## src/rtl/and_vector_sequencer.sv

```systemverilog
// Self-checking operand driver for the 16-bit bitwise AND stage: drives a fixed vector table,
// holds each pair HOLD_CYCLES cycles, then checks res_i. Define ANDSEQ_LFSR_EN to append LFSR vectors.
module and_vector_sequencer #(
  parameter int          WIDTH        = 16,
  parameter int          HOLD_CYCLES  = 25,
  parameter int          LFSR_VECTORS = 16,
  parameter logic [15:0] LFSR_SEED    = 16'hACE1
) (
  input  logic             clk,
  input  logic             rst_n,
  input  logic             start,
  input  logic             abort,
  input  logic [WIDTH-1:0] res_i,
  output logic [WIDTH-1:0] a_o,
  output logic [WIDTH-1:0] b_o,
  output logic             busy,
  output logic             done,
  output logic             pass,
  output logic [7:0]       err_count,
  output logic [7:0]       first_fail_idx,
  output logic [7:0]       vec_idx
);

  localparam int FIXED_VECTORS = 6;
`ifdef ANDSEQ_LFSR_EN
  localparam int NUM_VECTORS = FIXED_VECTORS + LFSR_VECTORS;
`else
  localparam int NUM_VECTORS = FIXED_VECTORS;
`endif
  localparam logic [7:0] LAST_IDX = 8'(NUM_VECTORS - 1);
  localparam int CNT_W = (HOLD_CYCLES > 1) ? $clog2(HOLD_CYCLES) : 1;
  localparam logic [CNT_W-1:0] HOLD_LOAD = CNT_W'(HOLD_CYCLES - 1);

  // Index 8'hFF doubles as the "no failure" marker, so at most 255 vectors are allowed.
  generate
    if (HOLD_CYCLES < 1) begin : g_bad_hold
      $error("HOLD_CYCLES must be at least 1");
    end
    if (LFSR_SEED == 16'h0000) begin : g_bad_seed
      $error("LFSR_SEED must be non-zero");
    end
    if (LFSR_VECTORS < 0 || NUM_VECTORS > 255) begin : g_bad_count
      $error("vector count out of range");
    end
`ifdef ANDSEQ_LFSR_EN
    if (WIDTH != 16) begin : g_bad_width
      $error("WIDTH must be 16 when the LFSR vectors are enabled");
    end
`endif
  endgenerate

  typedef enum logic [1:0] {IDLE, DRIVE, CHECK, DONE} state_t;

  typedef struct packed {
    logic [WIDTH-1:0] a;
    logic [WIDTH-1:0] b;
  } vec_t;

  function automatic vec_t fixed_vector(input logic [7:0] idx);
    vec_t             v;
    logic [WIDTH-1:0] alt;
    for (int i = 0; i < WIDTH; i++) begin
      alt[i] = ((WIDTH - 1 - i) % 2) == 0;
    end
    v = '0;
    case (idx)
      8'd1:    v.a = WIDTH'(1);
      8'd2:    v.b = WIDTH'(1);
      8'd3:    begin v.a = WIDTH'(1); v.b = WIDTH'(1); end
      8'd4:    begin v.a = '1;        v.b = '1;        end
      8'd5:    begin v.a = alt;       v.b = '1;        end
      default: v = '0;
    endcase
    return v;
  endfunction

`ifdef ANDSEQ_LFSR_EN
  // Fibonacci form of x^16+x^14+x^13+x^11+1, shifting toward bit 0.
  function automatic logic [15:0] lfsr_step(input logic [15:0] s);
    return {s[0] ^ s[2] ^ s[3] ^ s[5], s[15:1]};
  endfunction

  logic [15:0] lfsr, lfsr_nxt;
`endif

  state_t           state, state_nxt;
  logic [CNT_W-1:0] hold_cnt, cnt_nxt;
  logic [WIDTH-1:0] a_nxt, b_nxt;
  logic             busy_nxt, done_nxt, pass_nxt;
  logic [7:0]       err_nxt, ffi_nxt, idx_nxt;
  vec_t             next_vec;

  always_comb begin
    state_nxt = state;
    cnt_nxt   = hold_cnt;
    a_nxt     = a_o;
    b_nxt     = b_o;
    busy_nxt  = busy;
    done_nxt  = done;
    pass_nxt  = pass;
    err_nxt   = err_count;
    ffi_nxt   = first_fail_idx;
    idx_nxt   = vec_idx;
    next_vec  = '0;
`ifdef ANDSEQ_LFSR_EN
    lfsr_nxt  = lfsr;
`endif
    case (state)
      IDLE, DONE: begin
        if (start) begin
          next_vec  = fixed_vector(8'd0);
          a_nxt     = next_vec.a;
          b_nxt     = next_vec.b;
          err_nxt   = 8'd0;
          ffi_nxt   = 8'hFF;
          idx_nxt   = 8'd0;
          done_nxt  = 1'b0;
          pass_nxt  = 1'b0;
          busy_nxt  = 1'b1;
          cnt_nxt   = HOLD_LOAD;
          state_nxt = DRIVE;
`ifdef ANDSEQ_LFSR_EN
          lfsr_nxt  = LFSR_SEED;
`endif
        end
      end
      DRIVE: begin
        if (abort) begin
          state_nxt = IDLE;
          a_nxt     = '0;
          b_nxt     = '0;
          busy_nxt  = 1'b0;
          done_nxt  = 1'b0;
          pass_nxt  = 1'b0;
        end else if (hold_cnt == '0) begin
          state_nxt = CHECK;
        end else begin
          cnt_nxt = hold_cnt - CNT_W'(1);
        end
      end
      CHECK: begin
        // An abort here discards the check, so the current vector is never counted.
        if (abort) begin
          state_nxt = IDLE;
          a_nxt     = '0;
          b_nxt     = '0;
          busy_nxt  = 1'b0;
          done_nxt  = 1'b0;
          pass_nxt  = 1'b0;
        end else begin
          if (res_i != (a_o & b_o)) begin
            if (err_count != 8'hFF) err_nxt = err_count + 8'd1;
            if (first_fail_idx == 8'hFF) ffi_nxt = vec_idx;
          end
`ifdef ANDSEQ_LFSR_EN
          if (vec_idx >= 8'(FIXED_VECTORS)) lfsr_nxt = lfsr_step(lfsr);
`endif
          if (vec_idx == LAST_IDX) begin
            state_nxt = DONE;
            busy_nxt  = 1'b0;
            done_nxt  = 1'b1;
            pass_nxt  = (err_nxt == 8'd0);
          end else begin
            idx_nxt = vec_idx + 8'd1;
`ifdef ANDSEQ_LFSR_EN
            if (idx_nxt >= 8'(FIXED_VECTORS))
              next_vec = '{a: WIDTH'(lfsr_nxt), b: WIDTH'({lfsr_nxt[7:0], lfsr_nxt[15:8]})};
            else
`endif
              next_vec = fixed_vector(idx_nxt);
            a_nxt     = next_vec.a;
            b_nxt     = next_vec.b;
            cnt_nxt   = HOLD_LOAD;
            state_nxt = DRIVE;
          end
        end
      end
      default: state_nxt = IDLE;
    endcase
  end

  always_ff @(posedge clk or negedge rst_n) begin
    if (!rst_n) begin
      state          <= IDLE;
      hold_cnt       <= '0;
      a_o            <= '0;
      b_o            <= '0;
      busy           <= 1'b0;
      done           <= 1'b0;
      pass           <= 1'b0;
      err_count      <= 8'd0;
      first_fail_idx <= 8'hFF;
      vec_idx        <= 8'd0;
`ifdef ANDSEQ_LFSR_EN
      lfsr           <= LFSR_SEED;
`endif
    end else begin
      state          <= state_nxt;
      hold_cnt       <= cnt_nxt;
      a_o            <= a_nxt;
      b_o            <= b_nxt;
      busy           <= busy_nxt;
      done           <= done_nxt;
      pass           <= pass_nxt;
      err_count      <= err_nxt;
      first_fail_idx <= ffi_nxt;
      vec_idx        <= idx_nxt;
`ifdef ANDSEQ_LFSR_EN
      lfsr           <= lfsr_nxt;
`endif
    end
  end

endmodule

```

## config.mk

```make
export PLATFORM = sky130hd
export DESIGN_NAME = and_vector_sequencer
export DESIGN_NICKNAME = d
export VERILOG_FILES = /design/src/rtl/and_vector_sequencer.sv
export SDC_FILE = /design/constraint.sdc
export NUM_CORES = 1
export LEC_CHECK = 0
export CAP_MARGIN = 20
export CORE_UTILIZATION = 35
export CTS_CLUSTER_DIAMETER = 40
export CTS_CLUSTER_SIZE = 8
export DETAILED_ROUTE_END_ITERATION = 12
export HOLD_SLACK_MARGIN = 0.05
export PLACE_DENSITY = 0.7
export SYNTH_ARGS = -nofsm -noshare
export SYNTH_HDL_FRONTEND = slang
export SYNTH_SLANG_ARGS = --single-unit
```

## constraint.sdc

```tcl
create_clock -name clk -period 2.4 [get_ports clk]
set_input_delay 0.36 -clock clk [delete_from_list [all_inputs] [get_ports clk]]
set_output_delay 0.36 -clock clk [all_outputs]
set_load 0.02 [all_outputs]
```

==> implementation parameters, run 1 <==
Parameter                              Value

Setup path
  Crit end category    flop
  Max Fanout on Critical Path    7
  Critical path's slowest cell    sky130_fd_sc_hd__dfrtp_1
  Kind of cell adding the most delay to the critical path    simple AND/OR/NAND/NOR gates
  Stage delay of the slowest cell on the critical path    between 0.3 and 0.4 ns
  Start-to-end type of the worst setup path    reg2reg
  CP cell instances    buf_4, ha_1, and3_1, nand3_1, o21a_1, o22a_1, nor4_2, a32o_1
  Arrival time worst endpoint    2.40 ns
  Critical path required time    around 2.6 ns
  Element type at the critical path start    flop
  Crit path buf inv count    1

Global route
  Number of global-route vias before repair    ~2200
  Global-route wire length before repair    10.3 mm
  Total track usage    between 10% and 20%
  Antenna violations before repair    0
  Largest net degree at the start of global routing    39
  Sum of overflow across all layers after global routing    0

Final layout
  Final Cell Area    approximately 3500 um^2
  ANT cells    0
  Fraction of layout instances using a drive strength above 1    13.7%
  Area added between synthesis and finish    31.8%
  Net total in the final layout    between 300 and 400
  Final Instance Count excl. Fillers    about 460
  Final core occ    approximately half

Clocking
  CTS buffer count    5
  Clock insertion delay at the later pin of the skew report    ~0.30 ns
  Post-cts resize count    0
  Count of hold-fix buffers inserted at cts    0
  Clock tree from TritonCTS    done
  Clock slew at the register clock pins of the worst setup and hold paths    approximately 0.08 ns
  H-tree depth    2
  TritonCTS Sinks    38
  Clock Root Buffer    sky130_fd_sc_hd__clkbuf_8
  Maximum count of clock buffers along a single path    2
  Post-CTS Setup Repair Bufs    0

Power
  Peak supply drop    around 210 uV
  Cell area power density    547 nW/um^2
  Pwr Total    approximately 1900 uW
  Pleak    ~0.0014 uW

Route
  DRC violation count after routing    0
  Vias    about 2400
  DR pass1 iterations    4
  Total routed wirelength    between 6 and 7 mm
  Per-cell via count in the routed design    5.22
  Number of DRC markers in iteration 0    64
  Remaining antenna violation count    0
  Avg WL per Cell    between 10 and 15 um

Synthesis
  Top cell type's share of synthesized area    28.2%
  Cell area after synthesis    between 2000 and 3000 um^2
  Fraction of the mapped netlist area in compound gates    around 22%
  Main area contributors after synthesis    sky130_fd_sc_hd__dfrtp_1, sky130_fd_sc_hd__buf_4, sky130_fd_sc_hd__dfstp_2
  Multiplexer fraction of the synthesized cell area    slightly above 2%
  Mean instance size in the synthesized netlist    8.70 um^2
  Number of distinct standard cells referenced by the synthesized netlist    56
  Library cell with the highest instance count after synthesis    sky130_fd_sc_hd__nand2_1
  Cell types with the highest counts after synthesis    sky130_fd_sc_hd__nand2_1, sky130_fd_sc_hd__buf_4, sky130_fd_sc_hd__dfrtp_1
  Net count of the mapped netlist    between 300 and 400
  Number of register bits inferred by synthesis    38
  Cells after synthesis    roughly 310
  Combinational family with the most area after synthesis    compound AO/OA/AOI/OAI gates
  Most used flip-flop cell after synthesis    sky130_fd_sc_hd__dfrtp_1
  Yosys top cell by area    sky130_fd_sc_hd__dfrtp_1
  Basic-gate share of the synthesized area counting and, or, nand and nor cells    21.4%
  Arithmetic-cell share of the synthesized area counting full adders, half adders and majority gates    4.70%
  Share of the synthesized netlist area taken by xor and xnor gates    approximately 1.3%
  EDFF count, synth    0
  Sequential share of the synthesized area    about 36%
  Count of warnings emitted by yosys    0
  Ys async rst share    100%

Floorplan
  Die height    89.2 um
  Row count    31
  Die Wd    about 89 um
  Starting density of the core    between 30% and 40%
  IO Count    79
  Area of the placeable core    roughly 7300 um^2
  Die area    approximately 8000 um^2

Placement
  Half-perimeter wire length of the detailed placement result    about 4.8 mm
  Final GP Congestion    roughly 0.83
  Count of input and output buffers    between 70 and 80
  Post-placement cell count    between 400 and 500
  Placement Cell Area    3400 um^2

STA
  Share of the cycle needed by the critical path after routing    90.4%
  Setup Skew    ~0.011 ns
  Aggregate negative setup slack    0 ns
  Fin. max-slew vios    0
  Final hold vios    0
  Slew HR    65.2%
  Fmax    461 MHz
  Transition time at the pin with the least slew margin    slightly above 0.5 ns
  Number of failing setup endpoints in the final timing report    0
  Final critical delay including setup and external delays    2.17 ns
  RSZ-0062 raised after global routing    no

Worst hold path
  Hold/Removal Path Class    in2async

Run status
  Status    finished clean

Flow run
  Max_cap viols    0
worst paths after layout:
check / start / to / slack [ns] / cells past startpoint
worst max-delay path: vec_idx[1] / a_o[14] / 0.23 / 8
worst max register to register: vec_idx[1] / a_o[14] / 0.23 / 8
worst min register to register: busy / busy / 0.51 / 1
min in group clk: busy / busy / 0.51 / 1
worst min-delay path: rst_n / a_o[0] / 0.49 / 2
max in group asynchronous: rst_n / first_fail_idx[7] / 1.55 / 2
report_power, final:
group,switching (uW),leakage [uW],total [uW],internal [uW]
logic,368,0.000842,632,264
registers,62.8,0.000487,764,701
clock network,233,0.0000575,523,290
per-stage QoR:
step                      setup slack (ns)  hold slack (ns)
after detailed placement            0.0523            0.501
final                                0.229            0.487
after global routing                0.0707            0.533
after CTS                            0.243            0.500
after global placement               0.157            0.483
after floorplan                      0.206           0.0644
placed cells by master, fill, tap and decap left out, types with 2 or more instances in the layout:
cell                              instances
sky130_fd_sc_hd__a41oi_1                  2
sky130_fd_sc_hd__a21o_1                   5
sky130_fd_sc_hd__clkdlybuf4s50_1         78
sky130_fd_sc_hd__nand4_1                  9
sky130_fd_sc_hd__buf_4                   14
sky130_fd_sc_hd__o21ba_2                  7
sky130_fd_sc_hd__nor2_1                  17
sky130_fd_sc_hd__clkbuf_8                 8
sky130_fd_sc_hd__nor4b_1                  2
sky130_fd_sc_hd__and3_1                   3
sky130_fd_sc_hd__o31ai_1                  7
sky130_fd_sc_hd__dfrtp_1                 30
sky130_fd_sc_hd__nor4_1                  11
sky130_fd_sc_hd__mux2_2                   2
sky130_fd_sc_hd__xor2_1                   3
sky130_fd_sc_hd__a22o_1                   6
sky130_fd_sc_hd__nand3_1                 10
sky130_fd_sc_hd__o21ai_0                 16
sky130_fd_sc_hd__or2_2                    3
sky130_fd_sc_hd__a31o_2                   2
sky130_fd_sc_hd__o31a_1                   2
sky130_fd_sc_hd__nor2b_1                  3
sky130_fd_sc_hd__inv_1                   15
sky130_fd_sc_hd__nand2_1                 39
sky130_fd_sc_hd__a32o_1                   2
sky130_fd_sc_hd__ha_1                    10
sky130_fd_sc_hd__a21oi_1                 15
sky130_fd_sc_hd__mux2i_1                  2
sky130_fd_sc_hd__dfstp_2                  8
sky130_fd_sc_hd__or3_1                    3
sky130_fd_sc_hd__a31oi_1                  2
sky130_fd_sc_hd__nor3_1                   5
metal layers:
layer  vias up  share of wire, %  track usage (%)
li1       1203                 -                -
met1      1136                47             21.8
met2        74                45             27.6
met3         7               6.8             4.34
met4         0              0.86             5.34
met5         -                 0                0
cell type report:
class,instances,area (um^2)
Timing Repair Buffer,92,886
Fill cell,715,3780
Inverter,15,56.3
Sequential cell,38,961
Multi-Input combinational cell,212,1370
Tap cell,99,124
Clock buffer,8,110
cells by family (layout without fill, tap and decap cells):
| logic type | count (synthesis) | count (layout) |
|---|---|---|
| AND/OR/NAND/NOR | 112 | 112 |
| AO/OA/AOI/OAI | 81 | 81 |
| buffers and inverters | 56 | 115 |
| flip-flops | 38 | 38 |
| adder cells (fa/ha/maj) | 10 | 10 |
| multiplexers | 5 | 5 |
| XOR/XNOR | 4 | 4 |
registers in the layout (all words and copies together) (netlist names), 2 cells and up:
| signal | cells |
|---|---|
| first_fail_idx | 8 |
| err_count | 8 |
| state | 2 |
| a_o | 3 |
| vec_idx | 8 |
| hold_cnt | 5 |
Note: power is estimated with default switching activity, not from simulation.
==> run 2: changes to the inputs <==
Settings changed: ABC_CLOCK_PERIOD_IN_PS set to 2400.
==> results of run 2 <==
No change in the layout: final DEF, timing and power equal those of run 1.
==> run 3: changes to the inputs <==
Settings changed: CORE_ASPECT_RATIO set to 1.25.
==> run 3 against run 2 <==
Compared with the run above:
- largest cell class unchanged
- utilization shrank 1.1 points
- non-clock buffer count is 1 lower
- via count down 1.2%
- critical path depth up 1
- total power decreased by 5.7%
- sequential cell count unchanged
- clock skew is 0.0030 ns lower
- critical endpoint is now vec_idx[3]
- routed wire length is 1.8% lower
- largest power group unchanged
==> implementation parameters, run 3 (synthesized netlist as in run 1, its figures left out) <==
Parameter                              Value

Run status
  Status    finished clean

Setup path
  Kind of cell adding the most delay to the critical path    buffers and inverters
  Stage delay of the slowest cell on the critical path    0.39 ns
  CP cell instances    inv_1, ha_1, nor2b_1, buf_4, a211o_1, buf_4, nor3_1, a21o_1, a22o_1
  Start-to-end type of the worst setup path    reg2reg
  Max Fanout on Critical Path    15
  Crit path buf inv count    3
  Arrival time worst endpoint    between 2 and 2.5 ns
  Critical path's most frequent cell    sky130_fd_sc_hd__buf_4
  Critical path required time    2.59 ns
  Element type at the critical path start    flop
  Critical path's slowest cell    sky130_fd_sc_hd__dfrtp_1
  Crit end category    flop

Clocking
  Clock tree from TritonCTS    done
  Post-CTS Setup Repair Bufs    0
  Maximum count of clock buffers along a single path    2
  Count of hold-fix buffers inserted at cts    0
  H-tree depth    2
  Post-cts resize count    0
  Clock slew at the register clock pins of the worst setup and hold paths    0.07 ns
  Clock insertion delay at the later pin of the skew report    approximately 0.30 ns
  CTS buffer count    5
  Clock Root Buffer    sky130_fd_sc_hd__clkbuf_8
  TritonCTS Sinks    38

STA
  Setup Skew    0.00848 ns
  RSZ-0062 raised after global routing    no
  Slew HR    between 40% and 50%
  Aggregate negative setup slack    0 ns
  Final hold vios    0
  Fmax    between 400 and 500 MHz
  Smallest hold slack    0.159 ns
  Fin. max-slew vios    0
  Transition time at the pin with the least slew margin    between 0.8 and 0.9 ns
  Number of failing setup endpoints in the final timing report    0
  Final critical delay including setup and external delays    ~2.2 ns
  Share of the cycle needed by the critical path after routing    a little over 90%

Final layout
  Most frequent standard cell in the layout excluding fill and tap cells    sky130_fd_sc_hd__clkdlybuf4s50_1
  Leading cell types in the layout, fill and taps excluded    sky130_fd_sc_hd__clkdlybuf4s50_1, sky130_fd_sc_hd__nand2_1, sky130_fd_sc_hd__dfrtp_1, sky130_fd_sc_hd__nor2_1, sky130_fd_sc_hd__o21ai_0
  Net total in the final layout    just under 400
  Largest registers    err_count x8, first_fail_idx x8, vec_idx x8
  Final core occ    47.0%
  Area added between synthesis and finish    29.8%
  ANT cells    0
  Final Instance Count excl. Fillers    around 460
  Number of fillers in the final layout    between 700 and 800
  Fraction of layout instances using a drive strength above 1    between 10% and 20%

Floorplan
  Starting density of the core    between 30% and 40%
  IO Count    79
  Die Wd    about 80 um
  Row count    35
  Die area    7960 um^2
  Area of the placeable core    7360 um^2
  Die height    99.5 um

Route
  Number of DRC markers in iteration 0    between 100 and 150
  Total routed wirelength    approximately 6.3 mm
  Remaining antenna violation count    0
  Vias    between 2000 and 2500
  DRC violation count after routing    0
  DR pass1 iterations    4
  Avg WL per Cell    roughly 14 um
  Per-cell via count in the routed design    ~5.2

Power
  Pleak    0.00136 uW
  Peak supply drop    about 220 uV
  Cell area power density    ~520 nW/um^2

Placement
  Count of input and output buffers    78
  Post-placement cell count    448
  Final GP Congestion    around 0.83
  Half-perimeter wire length of the detailed placement result    between 4 and 5 mm

Global route
  Sum of overflow across all layers after global routing    0
  Largest net degree at the start of global routing    39
  Global-route wire length before repair    ~10 mm
  Total track usage    between 10% and 20%
  Antenna violations before repair    0
  Number of global-route vias before repair    2246

Worst hold path
  Hold/Removal Path Class    in2async

Flow run
  Max_cap viols    0
-- run 3: metrics by stage --
stage	setup WS, ns	total power (uW)	area, um^2
floorplan	0.206	1180	2660
global placement	0.115	1380	3380
detailed placement	0.0611	1400	3380
CTS	0.227	1830	3460
global route	0.0872	1930	3460
finish	0.228	1810	3460
-- run 3: cell type report --
class / count / area [um^2] / share of cell area (%)
clock buffers: 8 / 80.1 / 2.32
repair buffers: 91 / 873 / 25.3
flip-flops and latches: 38 / 961 / 27.8
inverters: 15 / 56.3 / 1.63
well taps: 92 / 115 / 3.33
multi-input cells: 212 / 1370 / 39.7
-- run 3: worst paths after layout --
path	from	to	slack [ns]	cells past startpoint
worst max-delay path	state[0]	vec_idx[3]	0.23	9
worst min-delay path	rst_n	err_count[7]	0.16	1
worst max register to register	state[0]	vec_idx[3]	0.23	9
worst min register to register	pass	pass	0.50	2
max in group asynchronous	rst_n	a_o[14]	1.71	1
min in group clk	pass	pass	0.50	2
-- run 3: metal layers --
layer | part of all wire [%] | GRT usage, %
met3 | 4.6 | 2.94
met2 | 52 | 29.8
met1 | 42 | 20.0
met4 | 1.4 | 5.36
met5 | 0 | 0
-- run 3: power breakdown --
part / leakage (uW) / total (uW) / internal (uW) / switching [uW]
logic: 0.000836 / 619 / 253 / 366
registers: 0.000487 / 768 / 701 / 66.6
clock network: 0.0000395 / 423 / 206 / 217
total: 0.00136 / 1810 / 1160 / 649
